===== src/rtl/fifo_math_pkg.sv =====
// Shared definitions for the multi-channel FIFO with a math datapath on pop:
// operation encodings and width helpers used by the top and the channel.
package fifo_math_pkg;

  typedef enum logic [1:0] {
    OP_PASS = 2'd0,
    OP_SUM  = 2'd1,
    OP_MAX  = 2'd2,
    OP_SQR  = 2'd3
  } op_e;

  // Result is wide enough to hold the exact square of a data word.
  function automatic int res_w(input int data_w);
    return 2 * data_w;
  endfunction

  // Occupancy must represent 0..DEPTH inclusive.
  function automatic int cnt_w(input int depth);
    return $clog2(depth) + 1;
  endfunction

  // Channel select is at least one bit even for a single channel.
  function automatic int ch_w(input int num_ch);
    return (num_ch > 1) ? $clog2(num_ch) : 1;
  endfunction

endpackage


===== src/rtl/fifo_math_chan.sv =====
// One FIFO channel: storage, read/write pointers, occupancy and flags.
// The wr/rd inputs are already qualified by channel select; this block
// decides acceptance and reports it back so the top can track errors.
module fifo_math_chan
  import fifo_math_pkg::*;
#(
  parameter int DATA_W = 4,
  parameter int DEPTH  = 8,
  localparam int CNT_W = cnt_w(DEPTH),
  localparam int AW    = $clog2(DEPTH)
) (
  input  logic              clk,
  input  logic              rst_n,
  input  logic              wr,
  input  logic              rd,
  input  logic [DATA_W-1:0] datain,
  output logic [DATA_W-1:0] rd_data,
  output logic              wr_ok,
  output logic              rd_ok,
  output logic [CNT_W-1:0]  count,
  output logic              full,
  output logic              empty
);

  logic [DATA_W-1:0] mem [DEPTH];
  logic [AW-1:0]     wptr;
  logic [AW-1:0]     rptr;

  // Flags come straight from the registered occupancy.
  assign full  = (count == CNT_W'(DEPTH));
  assign empty = (count == '0);

  // A read never uses a word written in the same cycle; a write into a
  // full channel only goes through when a read frees a slot that cycle.
  assign rd_ok   = rd & ~empty;
  assign wr_ok   = wr & (~full | rd_ok);
  assign rd_data = mem[rptr];

  // Storage array: data only, no reset; stale words are unreachable once
  // the pointers and count are cleared.
  always_ff @(posedge clk) begin
    if (wr_ok) begin
      mem[wptr] <= datain;
    end
  end

  // Pointers wrap naturally because DEPTH is a power of two.
  always_ff @(posedge clk or negedge rst_n) begin
    if (!rst_n) begin
      wptr <= '0;
      rptr <= '0;
    end else begin
      if (wr_ok) begin
        wptr <= wptr + 1'b1;
      end
      if (rd_ok) begin
        rptr <= rptr + 1'b1;
      end
    end
  end

  // Occupancy tracks net pushes minus pops; simultaneous push/pop holds it.
  always_ff @(posedge clk or negedge rst_n) begin
    if (!rst_n) begin
      count <= '0;
    end else begin
      case ({wr_ok, rd_ok})
        2'b10:   count <= count + 1'b1;
        2'b01:   count <= count - 1'b1;
        default: count <= count;
      endcase
    end
  end

endmodule


===== src/rtl/fifo_math_param.sv =====
// Multi-channel FIFO whose pops feed a small math unit. Each accepted read
// registers the popped word and an operation result computed against the
// previous result when the operation is repeated, or against zero when the
// operation changes. Overflow and underflow are sticky until cleared.
module fifo_math_param
  import fifo_math_pkg::*;
#(
  parameter int DATA_W  = 4,
  parameter int DEPTH   = 8,
  parameter int NUM_CH  = 2,
  localparam int CH_W   = ch_w(NUM_CH),
  localparam int RES_W  = res_w(DATA_W),
  localparam int CNT_W  = cnt_w(DEPTH)
) (
  input  logic              clk,
  input  logic              rst_n,
  input  logic [DATA_W-1:0] datain,
  input  logic              wr,
  input  logic              rd,
  input  logic [CH_W-1:0]   sel,
  input  logic [1:0]        math,
  input  logic              clr_err,
  output logic [DATA_W-1:0] dataout,
  output logic [RES_W-1:0]  result,
  output logic              result_valid,
  output logic [NUM_CH-1:0] full,
  output logic [NUM_CH-1:0] empty,
  output logic [CNT_W-1:0]  count,
  output logic              ovf,
  output logic              udf
);

  logic [NUM_CH-1:0] wr_ok_vec;
  logic [NUM_CH-1:0] rd_ok_vec;
  logic [DATA_W-1:0] chan_rd_data [NUM_CH];
  logic [CNT_W-1:0]  chan_cnt     [NUM_CH];

  logic [DATA_W-1:0] pop_word;
  logic              sel_hit;
  logic              rd_hit;
  logic              wr_rej;
  logic              rd_rej;
  op_e               op;
  op_e               last_op;
  logic [RES_W-1:0]  prior;
  logic              vld_p1;

  // Apply one operation to a popped word; all math is unsigned.
  function automatic logic [RES_W-1:0] apply_op(input op_e            f_op,
                                                input logic [RES_W-1:0]  f_prior,
                                                input logic [DATA_W-1:0] f_word);
    logic [RES_W-1:0] ext;
    ext = {{(RES_W-DATA_W){1'b0}}, f_word};
    case (f_op)
      OP_PASS: return ext;
      OP_SUM:  return f_prior + ext;
      OP_MAX:  return (ext > f_prior) ? ext : f_prior;
      OP_SQR:  return ext * ext;
      default: return ext;
    endcase
  endfunction

  genvar g;
  generate
    for (g = 0; g < NUM_CH; g++) begin : g_chan
      fifo_math_chan #(
        .DATA_W (DATA_W),
        .DEPTH  (DEPTH)
      ) u_chan (
        .clk     (clk),
        .rst_n   (rst_n),
        .wr      (wr & (sel == CH_W'(g))),
        .rd      (rd & (sel == CH_W'(g))),
        .datain  (datain),
        .rd_data (chan_rd_data[g]),
        .wr_ok   (wr_ok_vec[g]),
        .rd_ok   (rd_ok_vec[g]),
        .count   (chan_cnt[g]),
        .full    (full[g]),
        .empty   (empty[g])
      );
    end
  endgenerate

  // Route the selected channel's occupancy and head word; an out-of-range
  // select (non power-of-two NUM_CH) reads as an empty, idle channel.
  always_comb begin
    count    = '0;
    pop_word = '0;
    sel_hit  = 1'b0;
    for (int i = 0; i < NUM_CH; i++) begin
      if (sel == CH_W'(i)) begin
        sel_hit  = 1'b1;
        count    = chan_cnt[i];
        pop_word = chan_rd_data[i];
      end
    end
  end

  assign rd_hit = |rd_ok_vec;
  assign wr_rej = wr & sel_hit & ~(|wr_ok_vec);
  assign rd_rej = rd & sel_hit & ~rd_hit;
  assign op     = op_e'(math);

  // Accumulating ops restart from zero whenever the operation changes.
  assign prior = (op == last_op) ? result : '0;

  // Pop stage: capture word and result on an accepted read.
  always_ff @(posedge clk or negedge rst_n) begin
    if (!rst_n) begin
      dataout <= '0;
      result  <= '0;
      last_op <= OP_PASS;
      vld_p1  <= 1'b0;
    end else begin
      vld_p1 <= rd_hit;
      if (rd_hit) begin
        dataout <= pop_word;
        result  <= apply_op(op, prior, pop_word);
        last_op <= op;
      end
    end
  end

  assign result_valid = vld_p1;

  // Sticky error flags; a new error in the same cycle beats the clear.
  always_ff @(posedge clk or negedge rst_n) begin
    if (!rst_n) begin
      ovf <= 1'b0;
      udf <= 1'b0;
    end else begin
      ovf <= wr_rej | (ovf & ~clr_err);
      udf <= rd_rej | (udf & ~clr_err);
    end
  end

endmodule


===== config.mk =====
export PLATFORM = sky130hd
export DESIGN_NAME = fifo_math_param
export DESIGN_NICKNAME = d
export VERILOG_FILES = /design/src/rtl/fifo_math_pkg.sv /design/src/rtl/fifo_math_chan.sv /design/src/rtl/fifo_math_param.sv
export SDC_FILE = /design/constraint.sdc
export NUM_CORES = 1
export LEC_CHECK = 0
export CAP_MARGIN = 20
export CORE_MARGIN = 5
export CORE_UTILIZATION = 56
export CTS_CLUSTER_DIAMETER = 150
export DETAILED_ROUTE_END_ITERATION = 7
export DONT_BUFFER_PORTS = 1
export GPL_TIMING_DRIVEN = 0
export PLACE_DENSITY = 0.71
export SLEW_MARGIN = 20
export SYNTH_ARGS = -nofsm -noshare
export SYNTH_HDL_FRONTEND = slang
export SYNTH_HIERARCHICAL = 1
export SYNTH_SLANG_ARGS = --single-unit

===== constraint.sdc =====
create_clock -name clk -period 4.7 [get_ports clk]
set_input_delay 0.94 -clock clk [delete_from_list [all_inputs] [get_ports clk]]
set_output_delay 0.94 -clock clk [all_outputs]
set_load 0.03 [all_outputs]

* Yosys cells after proc, flatten, opt, wreduce, memory -nomap -nowiden
Memories as Yosys holds them, arrays and structs flattened.
Cells that the tools add are included.
** Storage, ports and cells
- Input bits :: 12
- Output and inout bits :: 23
- Flip-flop bits (word level) :: 37
- Memories kept :: 2
- Bits in writable memories :: 64
** Memories
- g_chan[0].u_chan.mem :: words 8, width 4, read ports 1, clocked after Yosys merged registers in 0, write ports 1, line fifo_math_chan.sv:25 : logic [DATA_W-1:0] mem [DEPTH];
- g_chan[1].u_chan.mem :: words 8, width 4, read ports 1, clocked after Yosys merged registers in 0, write ports 1, line fifo_math_chan.sv:25
** Cells by class
- $mul :: 1
- Magnitude comparators :: 1
- Reduce and logical (&&, ||, !) cells :: 7
- Bitwise operators :: 24
- Mux-type cells :: 11
- Equal/unequal tests :: 10
- $add $sub $neg :: 9
** Operators by type and width (number)
- $pmux 8 s4 :: 1
- $mux 8 :: 2
- $pmux 4 s2 :: 2
- $add 3x1->3 const B :: 4
- $and 1x1->1 :: 12
- $add 4x1->4 const B :: 2
- $add 8x4->8 :: 1
- $eq 2x2->1 const B :: 4
- $eq 4x4->1 const B :: 2
- $gt 4x8->1 :: 1
- $logic_not 4->1 :: 2
- $mul 4x4->8 :: 1
- $mux 4 :: 2
- $not 1->1 :: 8
- $sub 4x1->4 const B :: 2
- $eq 2x1->1 const B :: 3
- $mux 1 :: 4
- $or 1x1->1 :: 4
- $reduce_bool 2->1 :: 2
- $reduce_or 2->1 :: 2
- $eq 2x2->1 :: 1
- $logic_not 2->1 :: 1

* Logic depth before layout (Yosys ltp)
Gate-level depths: netlist of run 1.
- Word-level depth :: 9
- Mapped depth :: 12
- Depth with buffers taken out :: 11

* Cells and area by module
The synthesis of run 1 kept the hierarchy.
** Modules (own cells, without submodules)
- fifo_math_chan (g_chan[0].u_chan) :: instances 1, area an instance 1881.8 µm², sequential area each 1211.2 µm², cells each 115
- fifo_math_chan (g_chan[1].u_chan) :: instances 1, area an instance 1875.5 µm², sequential area each 1211.2 µm², cells each 114
- fifo_math_param :: instances 1, area an instance 1589.0 µm², sequential area each 425.4 µm², cells each 193

* Worst setup path after synthesis of run 1
No wires, ideal clock.
- Path type :: input-to-reg
- Start :: input sel
- End :: register g_chan[1].u_chan.count[3]
- Stages :: 10
- Arrival :: 3.292 ns
- Path slack :: 1.274 ns
- Setup time :: 0.134 ns
- Path through :: buf_4 > clkbuf_1 > and2_1 > o41ai_1 > inv_2 > ha_1 > ha_1 > or4b_2 > o311ai_0 > o211ai_1
** Between the ends
- Longest elaborated chain between the ends :: 6
** RTL lines
- start, declared :: line fifo_math_param.sv:20 : input logic [CH_W-1:0] sel,
- $and 1x1->1 (*) :: line fifo_math_param.sv:73 : .rd (rd & (sel == CH_W'(g))),
- $and 1x1->1 (*) :: line fifo_math_chan.sv:35 : assign rd_ok = rd & ~empty;
- via rd_ok_vec[1] :: line fifo_math_param.sv:34 : logic [NUM_CH-1:0] rd_ok_vec;
- $or 1x1->1 :: line fifo_math_chan.sv:36 : assign wr_ok = wr & (~full | rd_ok);
- $and 1x1->1 :: line fifo_math_chan.sv:36
- $eq 2x1->1 / $eq 2x2->1 (equally long branches) :: line fifo_math_chan.sv:67 : case ({wr_ok, rd_ok})
- $pmux 4 s2 / $reduce_bool 2->1 (equally long branches)
- end signal, assigned :: line fifo_math_chan.sv:68 : 2'b10: count <= count + 1'b1;
- end signal, assigned :: line fifo_math_chan.sv:69 : 2'b01: count <= count - 1'b1;
- end signal, assigned :: line fifo_math_chan.sv:70 : default: count <= count;
- end, declared :: line fifo_math_chan.sv:20 : output logic [CNT_W-1:0] count,
Mark *: on every way through the listed nets, which the timed path passes. The rest lies on a longest branch.
A chain may end at the register's enable or synchronous reset.

==> results of run 1 <==
==> synthesized netlist by cell type (all sizes together) (6+ instances only) <==
| library cell | count | share of area, % |
|---|---|---|
| edfxtp | 64 | 36 |
| dfrtp | 37 | 17 |
| nand2 | 36 | 2.5 |
| nor2 | 32 | 2.2 |
| inv | 28 | 2.0 |
| ha | 20 | 4.7 |
| mux2 | 17 | 3.8 |
| mux4 | 16 | 6.7 |
| o21ai | 14 | 1.6 |
| a21oi | 13 | 1.2 |
| xnor2 | 12 | 2.0 |
| nor3 | 11 | 1.0 |
| nand2b | 9 | 1.1 |
| buf | 7 | 0.94 |
| clkbuf | 7 | 0.49 |
| mux2i | 7 | 1.6 |
| xor2 | 6 | 0.98 |
==> worst max-delay path, stage by stage (launching register included) <==
cell	delay (ps)
dfrtp_1	370
buf_2	300
mux4_2	560
mux2_2	320
mux2i_1	540
inv_1	190
ha_1	280
nor2b_1	140
o21bai_1	410
a21oi_1	150
o311ai_0	400
nand4_1	150
==> state kept, by name (all words and copies together) (netlist names), 2 cells and up <==
signal	cells
g_chan.u_chan/mem	64
g_chan.u_chan/count	8
result	8
g_chan.u_chan/rptr	6
g_chan.u_chan/wptr	6
dataout	4
last_op	2
==> metrics by stage <==
| stage | area, um2 | power [mW] | instances | utilization, % | hold WS (ps) |
|---|---|---|---|---|---|
| final | 5704 | 3.549 | 567 | 61.44 | 246.2 |
| after global routing | 5704 | 3.819 | 567 | 61.44 | 217.0 |
| after CTS | 5704 | 3.556 | 567 | 61.44 | 237.8 |
| after detailed placement | 5514 | 3.022 | 551 | 59.39 | 532.5 |
| after global placement | 5508 | 2.965 | 551 | 59.33 | 523.6 |
| after floorplan | 5346 | 2.666 | 422 | - | 480.5 |
==> layer usage <==
metal  wire length [um]  part of all wire, %
met5                  0                    0
met1               4654                   44
met3                482                  4.6
met2               5330                   50
met4                 99                 0.94
==> worst max path at each step <==
stage / to / start
6_report: result[3] / g_chan[1].u_chan/rptr[0]
5_1_grt: result[3] / g_chan[1].u_chan/rptr[0]
4_1_cts: result[3] / g_chan[1].u_chan/rptr[0]
3_3_place_gp: g_chan[1].u_chan/count[3] / sel
3_5_place_dp: result[3] / g_chan[1].u_chan/rptr[0]
2_1_floorplan: g_chan[1].u_chan/count[3] / sel
==> layout make-up <==
| class | count | share of cell area [%] |
|---|---|---|
| Buffer | 14 | 1.338 |
| Clock buffer | 9 | 2.172 |
| Clock inverter | 7 | 1.163 |
| Inverter | 28 | 1.843 |
| Multi-Input combinational cell | 279 | 40.73 |
| Sequential cell | 101 | 49.92 |
| Tap cell | 129 | 2.830 |
==> power by group <==
part | switching [mW] | total [mW] | internal [mW]
Sequential | 0.311 | 1.44 | 1.13
Combinational | 0.874 | 1.57 | 0.695
Clock | 0.328 | 0.535 | 0.207
==> cell families (layout without fill, tap and decap cells) <==
logic type | after synthesis | in the layout | synth area share, %
xor+xnor | 18 | 18 | 2.949
mux | 40 | 40 | 12.15
compound gates | 70 | 70 | 10.23
fa+ha+maj | 23 | 23 | 5.804
simple gates | 128 | 128 | 12.22
flops | 101 | 101 | 53.26
buf+inv | 42 | 58 | 3.394
==> results.json, run 1 <==
{
  "status": "complete, no violations",
  "io_pins": 35,
  "clkSinkCount": 101,
  "portBuffers": 0,
  "r2r_start": "g_chan[1].u_chan/rptr[0]",
  "final_common_cell": "edfxtp_1",
  "overflow": 0,
  "power.leakage_nw": 2.176,
  "cp-end-kind": "flop",
  "synth_warnings": 6,
  "seq_area_frac_synth_pct": 53.26,
  "fp-row-count": 35,
  "worst_setup_path_start_kind": "flop",
  "initial_utilization_pct": 57.59,
  "synth-async-reset-ratio_pct": 36.63,
  "clock_latency_ps": 370,
  "drive_gt1_share_pct": 16.67,
  "grtUsageMet3_pct": 4.379,
  "maxCapViolCount": 0,
  "worstPathRequired_ps": 4930,
  "final_cell_mix": "edfxtp_1, dfrtp_1, nand2_1",
  "antenna_cells": 0,
  "grt_pass1_vias": 3542,
  "multi_input_area_mm2": 0.002323,
  "ys.flop_type": "edfxtp_1",
  "clockBufferDepth": 2,
  "drtAntennaViolNets": 0,
  "synth_edf_count": 64,
  "drt_iter0_markers": 230,
  "grt_max_degree": 38,
  "cp.arrival_ps": 4160,
  "antenna_found_initial": 0,
  "finalSetupViolations": 0,
  "ys_ff_latch": 101,
  "cts_root_buf": "clkbuf_8",
  "syn_nets": 457,
  "htreeDepth": 3,
  "routedWlPerCell_um": 18.63,
  "die_w_um": 107.7,
  "vias_per_cell": 5.910,
  "dieArea_mm2": 0.01160,
  "fin_tns_setup_ps": 0,
  "finalWorstSetupSlack_ps": 772.2,
  "grt_util_all_layers_pct": 19.97,
  "global_route.peak_usage_layer": "met2",
  "synth_cells": 422,
  "regArea_mm2": 0.002848,
  "period_needed_ps": 3928,
  "period_share_pct": 83.57,
  "die_height_um": 107.7,
  "grtUsageMet2_pct": 33.93,
  "ir_worst_vdd_uv": 281.0,
  "hp-class": "input port to asynchronous set/reset pin",
  "preCtsSetupSlack_ps": 833.1,
  "cts_tree": "done",
  "yosysUniqueCellTypes": 66,
  "syn_area_mm2": 0.005346,
  "fin_worst_skew_ps": 14.06,
  "grt_pass1_wl_um": 17880,
  "routed_wl_um": 10570,
  "r2r-end": "result[3]",
  "core_area_mm2": 0.009284,
  "cts_buffers": 9,
  "reg2regPathDepth": 11,
  "dp_hpwl_um": 7696,
  "area_growth_pct": 6.693,
  "critPathKind": "flop to flop",
  "cts.clk_slew.worst_paths_ps": 110,
  "vias": 3351,
  "remaining_drc_errors": 0,
  "hold_violations": 0,
  "routabilityCongestion": 0.8060,
  "rrSetupSlack_ps": 770,
  "grt_use_met1_pct": 25.46,
  "fmax_mhz": 254.6,
  "nFillCells": 731,
  "nets": 468,
  "drv_slew": 0,
  "relSlewSlack_pct": 35.47,
  "grt_setup_unrepaired": "no",
  "first_pass_iters": 4,
  "worst_pin_slew_ps": 959.1,
  "power.density_mw_per_mm2": 622.2,
  "avgSynthCellArea_um2": 12.67,
  "cp_max_fo": 9,
  "hold_buffers": 0,
  "post-cts-setup-buffer-count": 0,
  "ctsResizeCount": 0
}
Note: power is estimated with default switching activity, not from simulation.
==> run 2, diff against run 1 <==
--- a/config.mk
+++ b/config.mk
@@ -5,6 +5,7 @@
 export SDC_FILE = /design/constraint.sdc
 export NUM_CORES = 1
 export LEC_CHECK = 0
+export ABC_AREA = 1
 export CAP_MARGIN = 20
 export CORE_MARGIN = 5
 export CORE_UTILIZATION = 56
==> constraint.sdc (replaced) <==
create_clock -name clk -period 4.11 [get_ports clk]
set_input_delay 0.822 -clock clk [delete_from_list [all_inputs] [get_ports clk]]
set_output_delay 0.822 -clock clk [all_outputs]
set_load 0.03 [all_outputs]
==> run 2 against run 1 <==
Worst setup slack better by 260 ps. Global-route usage is 0.34 points lower. Largest power group unchanged. Core utilization is 0.14 points higher. Critical path depth is 10 higher. Sequential share of layout area is 2.8 points lower. Maximum frequency is 28% higher. Worst hold slack worse by 110 ps. Wire length is 12% higher.
==> results.json, run 2 <==
{
  "cp-end-kind": "flop",
  "syn_area_mm2": 0.005689,
  "maxCapViolCount": 0,
  "power.density_mw_per_mm2": 695.2,
  "worst_pin_slew_ps": 895.9,
  "routabilityCongestion": 0.9023,
  "clockBufferDepth": 2,
  "instances_no_fill": 794,
  "synthTopCellsByArea": "edfxtp_1, dfrtp_1, nand2_1",
  "global_route.peak_usage_layer": "met2",
  "synth_most_common_cell": "nand2_1",
  "remaining_drc_errors": 0,
  "cpMostUsedCell": "nand2_1",
  "grt_setup_unrepaired": "no",
  "cp.arrival_ps": 3400,
  "avgSynthCellArea_um2": 8.820,
  "fin_area_mm2": 0.006047,
  "largest_register": "g_chan.u_chan/mem",
  "fin_worst_skew_ps": 11.70,
  "routed_wl_um": 11810,
  "reg2regPathDepth": 21,
  "grt_util_all_layers_pct": 19.64,
  "period_share_pct": 74.94,
  "r2r-end": "result[6]",
  "ys_ff_latch": 101,
  "vias_per_cell": 5.281,
  "first_pass_iters": 7,
  "dieArea_mm2": 0.01228,
  "hp-class": "input port to asynchronous set/reset pin",
  "grt_pass1_wl_um": 19440,
  "drt_iter0_markers": 258,
  "relSlewSlack_pct": 39.72,
  "cts_buffers": 9,
  "nets": 691,
  "initial_utilization_pct": 57.94,
  "area_growth_pct": 6.290,
  "synth_cells": 645,
  "ir_worst_vdd_uv": 448.7,
  "ys.flop_type": "edfxtp_1",
  "grt_use_met1_pct": 25.28,
  "r2r_start": "g_chan[0].u_chan/rptr[0]",
  "synth_edf_count": 64,
  "fp-row-count": 36,
  "rrSetupSlack_ps": 1030,
  "worstPathRequired_ps": 4430,
  "dp_cells": 778,
  "dp_hpwl_um": 8727,
  "clock_latency_ps": 370,
  "slowest_stage": "fa_1",
  "grtUsageMet2_pct": 33.21,
  "nFillCells": 852,
  "path_cells": "buf_4 > buf_2 > mux2i_1 > o22ai_1 > nand2_1 > nand2_1 > nand2_1 > nand2_1 > ha_1 > fa_1 > inv_1 > nor2_1 > o21ai_0 > nand2_1 > nand2_2 > nor2_2 > nand3_1 > nand3_1 > nand2_1 > nand2_1 > nand2_1",
  "status": "complete, no violations",
  "post-cts-setup-buffer-count": 0,
  "fin_tns_setup_ps": 0,
  "critPathKind": "flop to flop",
  "core_area_mm2": 0.009819,
  "cp_max_fo": 10,
  "largest_reg_flops": 64,
  "top_regs": "g_chan.u_chan/mem: 64 flops, g_chan.u_chan/count: 8 flops, result: 8 flops",
  "antenna_found_initial": 0,
  "drv_slew": 0,
  "synth-async-reset-ratio_pct": 36.63,
  "io_pins": 35,
  "clkSinkCount": 101,
  "grtUsageMet3_pct": 4.531,
  "cts_tree": "done",
  "hold_violations": 0,
  "htreeDepth": 3,
  "critPathMaxStageDelay_ps": 410,
  "fmax_mhz": 324.7,
  "grt_max_degree": 38,
  "routedWlPerCell_um": 14.87,
  "ctsResizeCount": 0,
  "cts.clk_slew.worst_paths_ps": 110,
  "die_height_um": 110.8,
  "final_common_cell": "nand2_1",
  "finalSetupViolations": 0,
  "worst_setup_path_start_kind": "flop",
  "crit_start": "g_chan[0].u_chan/rptr[0]",
  "yosysTopAreaCellShare_pct": 33.78,
  "synthTopCellsByCount": "nand2_1, nor2_1, inv_1, edfxtp_1",
  "grt_pass1_vias": 3935,
  "drtAntennaViolNets": 0,
  "period_needed_ps": 3080,
  "yosysUniqueCellTypes": 45,
  "overflow": 0,
  "portBuffers": 0,
  "yosys.area.top_type": "edfxtp_1",
  "cts_root_buf": "clkbuf_8",
  "seq_area_frac_synth_pct": 50.05,
  "vias": 4193,
  "power.leakage_nw": 2.799,
  "hold_buffers": 0,
  "die_w_um": 110.8,
  "syn_nets": 680,
  "final_cell_mix": "nand2_1, nor2_1, inv_1",
  "synth_warnings": 6,
  "drive_gt1_share_pct": 11.65,
  "antenna_cells": 0,
  "post_dp_cell_area_mm2": 0.005862
}
==> run 2: changes by cell type in the layout (fill, tap and decap cells not counted), moves of 6 or more <==
cell and delta:
nand2b_1 -9, o21ai_0 +17, nand2_4 +7, nand2_1 +148
inv_1 +49, nor3_1 -7, nand3_1 +32, o21ai_1 +8
nor2_2 +6, nor2_1 +48, mux4_2 -16, mux2_2 -14
xnor2_1 -7
==> run 2: final cells by class <==
cell class | count | area, um2 | share of cell area [%]
Sequential cell | 101 | 2848 | 47.09
Multi-Input combinational cell | 442 | 2394 | 39.58
Inverter | 86 | 335.3 | 5.545
Tap cell | 133 | 166.4 | 2.752
Clock buffer | 9 | 123.9 | 2.048
Buffer | 16 | 118.9 | 1.966
Clock inverter | 7 | 61.31 | 1.014
==> run 2: worst max path at each step <==
stage,end,slack [ps],cells after the start
after CTS,result[6],1020,21
after global placement,result[4],960,17
after detailed placement,result[6],960,18
final,result[6],1030,21
after floorplan,result[6],1290,18
after global routing,result[2],740,20
==> run 2: cell families after synthesis <==
logic type | count (synthesis) | share of synthesized area (%)
AO/OA/AOI/OAI | 60 | 5.806
XOR/XNOR | 11 | 2.353
adder cells (fa/ha/maj) | 23 | 5.454
buffers and inverters | 102 | 7.983
flip-flops | 101 | 50.05
multiplexers | 4 | 0.7038
AND/OR/NAND/NOR | 344 | 27.64
==> run 2: stage by stage <==
| stage | hold WS, ps | setup WS (ps) | utilization, % | total power [mW] |
|---|---|---|---|---|
| global route | 98.61 | 735.9 | 61.58 | 4.559 |
| floorplan | 477.1 | 1287 | - | 3.148 |
| detailed placement | 506.7 | 964.6 | 59.70 | 3.592 |
| finish | 132.1 | 1030 | 61.58 | 4.204 |
| global placement | 492.6 | 963.2 | 59.63 | 3.527 |
| CTS | 117.3 | 1025 | 61.58 | 4.203 |
==> run 2: metal layers <==
| metal | part of all wire (%) | up-vias |
|---|---|---|
| met5 | 0 | - |
| met3 | 5.9 | 11 |
| li1 | - | 2095 |
| met2 | 50 | 119 |
| met1 | 42 | 1968 |
| met4 | 1.2 | 0 |
==> run 2: where the power goes <==
part	internal, mW	switching [mW]
logic	0.695	1.30
registers	1.28	0.328
clock network	0.235	0.369
total	2.21	1.99
==> run 2: worst max-delay path, delay by kind of cell, from the launching register on <==
kind | cells | cell delay [ps]
mux | 1 | 210
simple gates | 13 | 960
compound gates | 2 | 360
flops | 1 | 370
buf+inv | 3 | 480
fa+ha+maj | 2 | 670
